### src/rtl/camera_pkg.sv
// Shared types and constants for the DVP camera capture stage.
package camera_pkg;

    typedef enum logic [1:0] {
        IDLE    = 2'd0,
        SKIP    = 2'd1,
        WAIT_VS = 2'd2,
        ACTIVE  = 2'd3
    } state_e;

    localparam int COORD_W         = 12;
    localparam int PIX_W           = 16;
    localparam bit HIGH_BYTE_FIRST = 1'b1;

    function automatic logic [COORD_W-1:0] sat_inc(input logic [COORD_W-1:0] v);
        return (&v) ? v : v + 1'b1;
    endfunction

endpackage

### src/rtl/cdc_sync_bit.sv
// Two-flop synchroniser for a single quasi-static level, resets to 0.
module cdc_sync_bit (
    input  logic clk_i,
    input  logic rst_i,
    input  logic d_i,
    output logic q_o
);

    logic meta_q;
    logic sync_q;

    // NOTE: sequential state always uses non-blocking assignments so every flop samples pre-edge values.
    always_ff @(posedge clk_i or posedge rst_i) begin
        if (rst_i) begin
            meta_q <= 1'b0;
            sync_q <= 1'b0;
        end else begin
            meta_q <= d_i;
            sync_q <= meta_q;
        end
    end

    assign q_o = sync_q;

endmodule

### src/rtl/camera_capture.sv
// DVP capture: waits for sensor init, drops settling frames, then packs
// byte pairs into RGB565 pixels with coordinates, frame markers and error flags.
module camera_capture
    import camera_pkg::*;
#(
    parameter int IMAGE_WIDTH  = 800,
    parameter int IMAGE_HEIGHT = 480,
    parameter int SKIP_FRAMES  = 10
) (
    input  logic               Clk,
    input  logic               Rst,
    input  logic               Init_Done,
    input  logic               dvp_vsync,
    input  logic               dvp_href,
    input  logic [7:0]         dvp_data,
    output logic               DataValid,
    output logic [PIX_W-1:0]   DataPixel,
    output logic [COORD_W-1:0] pix_x,
    output logic [COORD_W-1:0] pix_y,
    output logic               Frame_Start,
    output logic               Frame_Done,
    output logic               line_err,
    output logic               frame_err
);

    localparam logic [COORD_W-1:0] WIDTH_C   = COORD_W'(IMAGE_WIDTH);
    localparam logic [COORD_W-1:0] HEIGHT_C  = COORD_W'(IMAGE_HEIGHT);
    localparam logic [15:0]        SKIP_LAST = 16'(SKIP_FRAMES - 1);

    logic init_s;
    logic vs_q, vs_dq, hs_q, hs_dq;
    logic [7:0] d_q;

    state_e state_q, state_d;
    logic [15:0]        skip_cnt_q, skip_cnt_d;
    logic               phase_q, phase_d;
    logic [7:0]         high_q, high_d;
    logic [COORD_W-1:0] x_cnt_q, x_cnt_d;
    logic [COORD_W-1:0] row_q, row_d;
    logic               in_line_q, in_line_d;
    logic               valid_q, valid_d;
    logic [PIX_W-1:0]   pixel_q, pixel_d;
    logic [COORD_W-1:0] pix_x_q, pix_x_d;
    logic               fs_q, fs_d, fd_q, fd_d;
    logic               line_err_q, line_err_d;
    logic               frame_err_q, frame_err_d;

    cdc_sync_bit u_init_sync (
        .clk_i (Clk),
        .rst_i (Rst),
        .d_i   (Init_Done),
        .q_o   (init_s)
    );

    wire vs_rise = vs_q & ~vs_dq;
    wire vs_fall = ~vs_q & vs_dq;
    wire hs_rise = hs_q & ~hs_dq;
    wire hs_fall = ~hs_q & hs_dq;

    always_ff @(posedge Clk or posedge Rst) begin
        if (Rst) state_q <= IDLE;
        else     state_q <= state_d;
    end

    always_comb begin
        state_d = state_q;
        case (state_q)
            IDLE:    if (init_s) state_d = (SKIP_FRAMES > 0) ? SKIP : WAIT_VS;
            SKIP:    if (vs_rise && skip_cnt_q == SKIP_LAST) state_d = WAIT_VS;
            WAIT_VS: if (vs_fall) state_d = ACTIVE;
            ACTIVE:  if (vs_rise) state_d = WAIT_VS;
            default: state_d = IDLE;
        endcase
        if (!init_s) state_d = IDLE;
    end

    // NOTE: every combinational output gets a default first so no path infers a latch.
    always_comb begin
        skip_cnt_d  = '0;
        phase_d     = phase_q;
        high_d      = high_q;
        x_cnt_d     = x_cnt_q;
        row_d       = row_q;
        in_line_d   = in_line_q;
        valid_d     = 1'b0;
        pixel_d     = pixel_q;
        pix_x_d     = pix_x_q;
        fs_d        = 1'b0;
        fd_d        = 1'b0;
        line_err_d  = line_err_q;
        frame_err_d = frame_err_q;

        if (state_q == SKIP) skip_cnt_d = vs_rise ? skip_cnt_q + 16'd1 : skip_cnt_q;

        if (state_q == WAIT_VS && state_d == ACTIVE) begin
            fs_d       = 1'b1;
            row_d      = '0;
            line_err_d = 1'b0;
            in_line_d  = 1'b0;
            phase_d    = 1'b0;
            x_cnt_d    = '0;
        end

        if (state_q == ACTIVE) begin
            // Line check precedes the frame check so a coincident href fall is counted.
            if (hs_fall && in_line_q) begin
                if (phase_q || x_cnt_q != WIDTH_C) line_err_d = 1'b1;
                row_d     = sat_inc(row_q);
                in_line_d = 1'b0;
            end else if (vs_rise && in_line_q && hs_q) begin
                line_err_d = 1'b1;
            end

            if (vs_rise && state_d == WAIT_VS) begin
                fd_d        = 1'b1;
                frame_err_d = (row_d != HEIGHT_C);
            end

            if (state_d == ACTIVE && hs_q && (hs_rise || in_line_q)) begin
                in_line_d = 1'b1;
                if (hs_rise || !phase_q) begin
                    high_d  = d_q;
                    phase_d = 1'b1;
                    if (hs_rise) x_cnt_d = '0;
                end else begin
                    valid_d = 1'b1;
                    pixel_d = HIGH_BYTE_FIRST ? {high_q, d_q} : {d_q, high_q};
                    pix_x_d = x_cnt_q;
                    x_cnt_d = sat_inc(x_cnt_q);
                    phase_d = 1'b0;
                end
            end
        end

        if (state_d != ACTIVE) in_line_d = 1'b0;
    end

    always_ff @(posedge Clk or posedge Rst) begin
        if (Rst) begin
            vs_q        <= 1'b0;
            vs_dq       <= 1'b0;
            hs_q        <= 1'b0;
            hs_dq       <= 1'b0;
            d_q         <= '0;
            skip_cnt_q  <= '0;
            phase_q     <= 1'b0;
            high_q      <= '0;
            x_cnt_q     <= '0;
            row_q       <= '0;
            in_line_q   <= 1'b0;
            valid_q     <= 1'b0;
            pixel_q     <= '0;
            pix_x_q     <= '0;
            fs_q        <= 1'b0;
            fd_q        <= 1'b0;
            line_err_q  <= 1'b0;
            frame_err_q <= 1'b0;
        end else begin
            vs_q        <= dvp_vsync;
            vs_dq       <= vs_q;
            hs_q        <= dvp_href;
            hs_dq       <= hs_q;
            d_q         <= dvp_data;
            skip_cnt_q  <= skip_cnt_d;
            phase_q     <= phase_d;
            high_q      <= high_d;
            x_cnt_q     <= x_cnt_d;
            row_q       <= row_d;
            in_line_q   <= in_line_d;
            valid_q     <= valid_d;
            pixel_q     <= pixel_d;
            pix_x_q     <= pix_x_d;
            fs_q        <= fs_d;
            fd_q        <= fd_d;
            line_err_q  <= line_err_d;
            frame_err_q <= frame_err_d;
        end
    end

    assign DataValid   = valid_q;
    assign DataPixel   = pixel_q;
    assign pix_x       = pix_x_q;
    assign pix_y       = row_q;
    assign Frame_Start = fs_q;
    assign Frame_Done  = fd_q;
    assign line_err    = line_err_q;
    assign frame_err   = frame_err_q;

endmodule

### config.mk
export PLATFORM = sky130hd
export DESIGN_NAME = camera_capture
export DESIGN_NICKNAME = d
export VERILOG_FILES = /design/src/rtl/camera_pkg.sv /design/src/rtl/cdc_sync_bit.sv /design/src/rtl/camera_capture.sv
export SDC_FILE = /design/constraint.sdc
export NUM_CORES = 1
export LEC_CHECK = 0
export ABC_AREA = 1
export CAP_MARGIN = 20
export CORE_MARGIN = 2
export CORE_UTILIZATION = 45
export CTS_CLUSTER_DIAMETER = 80
export CTS_CLUSTER_SIZE = 40
export DETAILED_ROUTE_END_ITERATION = 7
export PLACE_DENSITY = 0.67
export SLEW_MARGIN = 20
export SYNTH_ARGS = -nofsm -noshare
export SYNTH_HDL_FRONTEND = slang
export SYNTH_SLANG_ARGS = --single-unit
export TNS_END_PERCENT = 50
### constraint.sdc
create_clock -name Clk -period 9.3 [get_ports Clk]
set_clock_uncertainty 0.05 [all_clocks]
set_input_delay 0.93 -clock Clk [delete_from_list [all_inputs] [get_ports Clk]]
set_output_delay 0.93 -clock Clk [all_outputs]
set_load 0.02 [all_outputs]
==> key figures <==
Status
  • Status: complete, no violations

Final layout
  • Synth-to-Final Area Change: 19.4%
  • # nets final: 601
  • Antenna diode count: 0
  • Fillers: ~880
  • Share of cells above drive strength 1: 0.0850

Yosys
  • Top-count cell post-synth: nand2_1
  • Post-synth top flop: dfrtp_1
  • Distinct cells, synth: 39
  • Sequential fraction of the synthesis area: 0.536
  • Compound-Gate Fraction of Synth Area: 0.124
  • EDFF count, synth: 0
  • Post-Syn Instances: 526
  • #FFs+latches synth: 99
  • Post-Synth Simple-Gate Area: 0.232
  • Multiplexer share of the synthesized area: 0.00217
  • Ys async rst share: 1.00
  • Synthesis Warnings: 0
  • Mapped Nets: 544
  • Xor and xnor fraction of the mapped netlist area: 0.0247
  • Synth top area cells: dfrtp_1 54%, nand2_1 10%, inv_1 4.8%
  • Yosys top cell by area: dfrtp_1
  • Main combinational cell family by area after synthesis: simple AND/OR/NAND/NOR gates
  • Syn Area/Cell: 8.78 sq um
  • Synthesized-area fraction occupied by adder cells: 0.0135
  • Post-Syn Area: 4620 sq um
  • Post-synth top area share: 0.536
  • Commonest cells post-synth: 129 x nand2_1, 99 x dfrtp_1, 59 x inv_1

Clock tree
  • CTS tree: built
  • Cells resized by post-CTS repair: 0
  • Clock Tree Root: clkbuf_8
  • Clock buffer depth: 2
  • Worst-path clk slew: 110 ps
  • Clk_lat worst skew: 370 ps
  • H-tree Lvls: 3
  • Num CTS Buffers: 9
  • Post-CTS setup buffer count: 0
  • # hold bufs at CTS: 0
  • Sink Count: 99

Placed design
  • Routability cong.: 0.884
  • Port Buf Inserts: between 50 and 60
  • DP Worst Slack: 6690 ps
  • Hpwl dp: 6620 um

Setup path
  • Flop2flop setup slack: 6840 ps
  • CP startpoint kind: register
  • CP required: roughly 8300 ps
  • Worst setup EP type: primary output
  • Worst r2r path cells: 6
  • Worst r2r src: hs_q
  • Critical Path Fanout Max: 8
  • WS Path Type: reg -> out
  • Worst Setup EP: pix_y[0]
  • Crit path max-delay cell type: clkdlybuf4s50_1
  • Critical path origin: pix_y[0]
  • CP peak stage delay: 660 ps
  • Crit path max-delay family: buffers and inverters
  • Crit path buf inv count: 1
  • Crit. path cell count: 1
  • WP data arrival: 1530 ps
  • Critical path cell sequence: clkdlybuf4s50_1
  • Reg2Reg Capture Point: pix_y[11]

Route
  • Routed WL: just under 10000 um
  • DRC Markers: 0
  • Average vias per placed instance: 5.12
  • Avg WL per Cell: 13.4 um
  • ANT nets after route: 0
  • Via count: 3695
  • Drt pass-1 iters: 4
  • 1st-iter DRT viols: 182

STA
  • Final Cycle Share: 0.269
  • Worst setup margin: 6790 ps
  • Relative slew slack: 0.325
  • Final Hold Fails: 0
  • Tmin final: roughly 2500 ps
  • Setup Viol. Count Final: 0
  • Worst slew pin tran: 1010 ps
  • Unrepaired setup endpoints after global routing: no
  • Max Fclk: between 300 and 400 MHz
  • Slew Viols, Final: 0
  • Sum Neg Setup Slack: 0 ps

Power and ir drop
  • Switching share of total power: 0.233
  • Pint: 576 uW
  • Clock share of power: 0.391
  • Leak: 2.54 nW
  • PD cells: about 140 nW/um^2
  • Switching power: between 150 and 200 uW
  • Sequential group share of total power: 0.581
  • Logic pwr share: 0.028
  • Max VDD drop: 0.0695 mV

Hold path
  • Hold crit path type: reg -> reg
  • Hold Crit Start: u_init_sync.meta_q
  • Hold depth: 0

Global routing
  • Initial antenna violation count: 0
  • First-pass GRT wire length: 16800 um
  • Vias in the first global route: 3696
  • Gr usage total: 0.184
  • Grt met1 use: 0.254
  • M3 GR Usage: 0.0340
  • Largest net degree at the start of global routing: 58
  • GR peak layer: met2
  • GR Util met2: 0.291
  • Grt total ovfl: 0

Floorplan
  • Core footprint: 9860 sq um
  • Ports: 58
  • Die H: about 110 um
  • DIE AREA: 11100 sq um
  • # rows: 36
  • Starting Density: 0.468
  • Die width: between 100 and 150 um

Flow run
  • Max_cap viols: 0
-- per-stage QoR --
stage          utilization  power [mW]  std cells  instance area, sq um  hold slack [ps]
2_1_floorplan            -       0.457        526                  4620              281
3_3_place_gp         0.538       0.466        705                  5300              289
3_5_place_dp         0.538       0.467        705                  5300              287
4_1_cts              0.559       0.758        721                  5510              309
5_1_grt              0.559       0.780        721                  5510              325
6_report             0.559       0.751        721                  5510              307
-- worst min-delay path by stage --
stage,to
detailed placement,u_init_sync.q_o
CTS,u_init_sync.q_o
global route,u_init_sync.q_o
global placement,u_init_sync.q_o
finish,u_init_sync.q_o
floorplan,u_init_sync.q_o
-- power groups by stage --
stage          sequential [mW]  clock [mW]  combinational (mW)
6_report                 0.436       0.293              0.0212
5_1_grt                  0.437       0.318              0.0250
4_1_cts                  0.436       0.299              0.0221
3_5_place_dp             0.445           0              0.0222
3_3_place_gp             0.445           0              0.0216
2_1_floorplan            0.444           0              0.0124
-- cell families (layout without fill, tap and decap cells) --
family | count (synthesis) | count (layout)
xor gates and xnor gates | 13 | 13
buffers and inverters | 77 | 139
muxes | 1 | 1
and+or+nand+nor | 236 | 236
DFF | 99 | 99
adders and majority gates | 5 | 5
AOI/OAI and AO/OA | 95 | 95
-- cell type report --
cell class | instances | area [sq um] | area share
tap | 133 | 166 | 0.0302
clock inverter | 6 | 71.3 | 0.0129
sequential | 99 | 2480 | 0.449
clock buffer | 10 | 138 | 0.0250
inverter | 65 | 249 | 0.0452
multi-input combinational | 350 | 1830 | 0.333
timing repair buffer | 58 | 578 | 0.105
-- registers in the layout, indices dropped and copies added (netlist names), 2 cells and up --
| register | flops |
|---|---|
| high_q | 8 |
| state_q | 2 |
| skip_cnt_q | 16 |
| pix_x | 12 |
| pix_y | 12 |
| x_cnt_q | 12 |
| d_q | 8 |
| DataPixel | 16 |
-- placed cells by master, fill, tap and decap left out, types with 2 or more instances in the layout --
master             n
xor2_1            10
nand3_1           31
o22ai_2            9
o31ai_1            2
o21ai_2            2
xnor2_1            3
ha_1               5
a21oi_1           20
inv_2              5
inv_1             58
nand4_1           13
a31oi_1            4
nor3_1             5
nand3b_1           2
o21ai_1           14
nor2_4             3
inv_4              2
o21ai_0           40
dfrtp_1           99
nand2_1          129
clkdlybuf4s50_1   57
or2_2              2
nand2_2            4
clkbuf_8          10
nor2_1            39
-- worst reg2reg max path: cells and delay by family (launching register included) --
kind	cells	cell delay, ps
and+or+nand+nor	3	1140
AOI/OAI and AO/OA	1	110
buffers and inverters	2	620
DFF	1	430
-- per-layer routing --
metal / part of all wire / up-vias
met5: 0 / -
met4: 0.012 / 0
met3: 0.038 / 12
met2: 0.47 / 67
met1: 0.48 / 1784
li1: - / 1832
(Power assumes the default switching activity.)
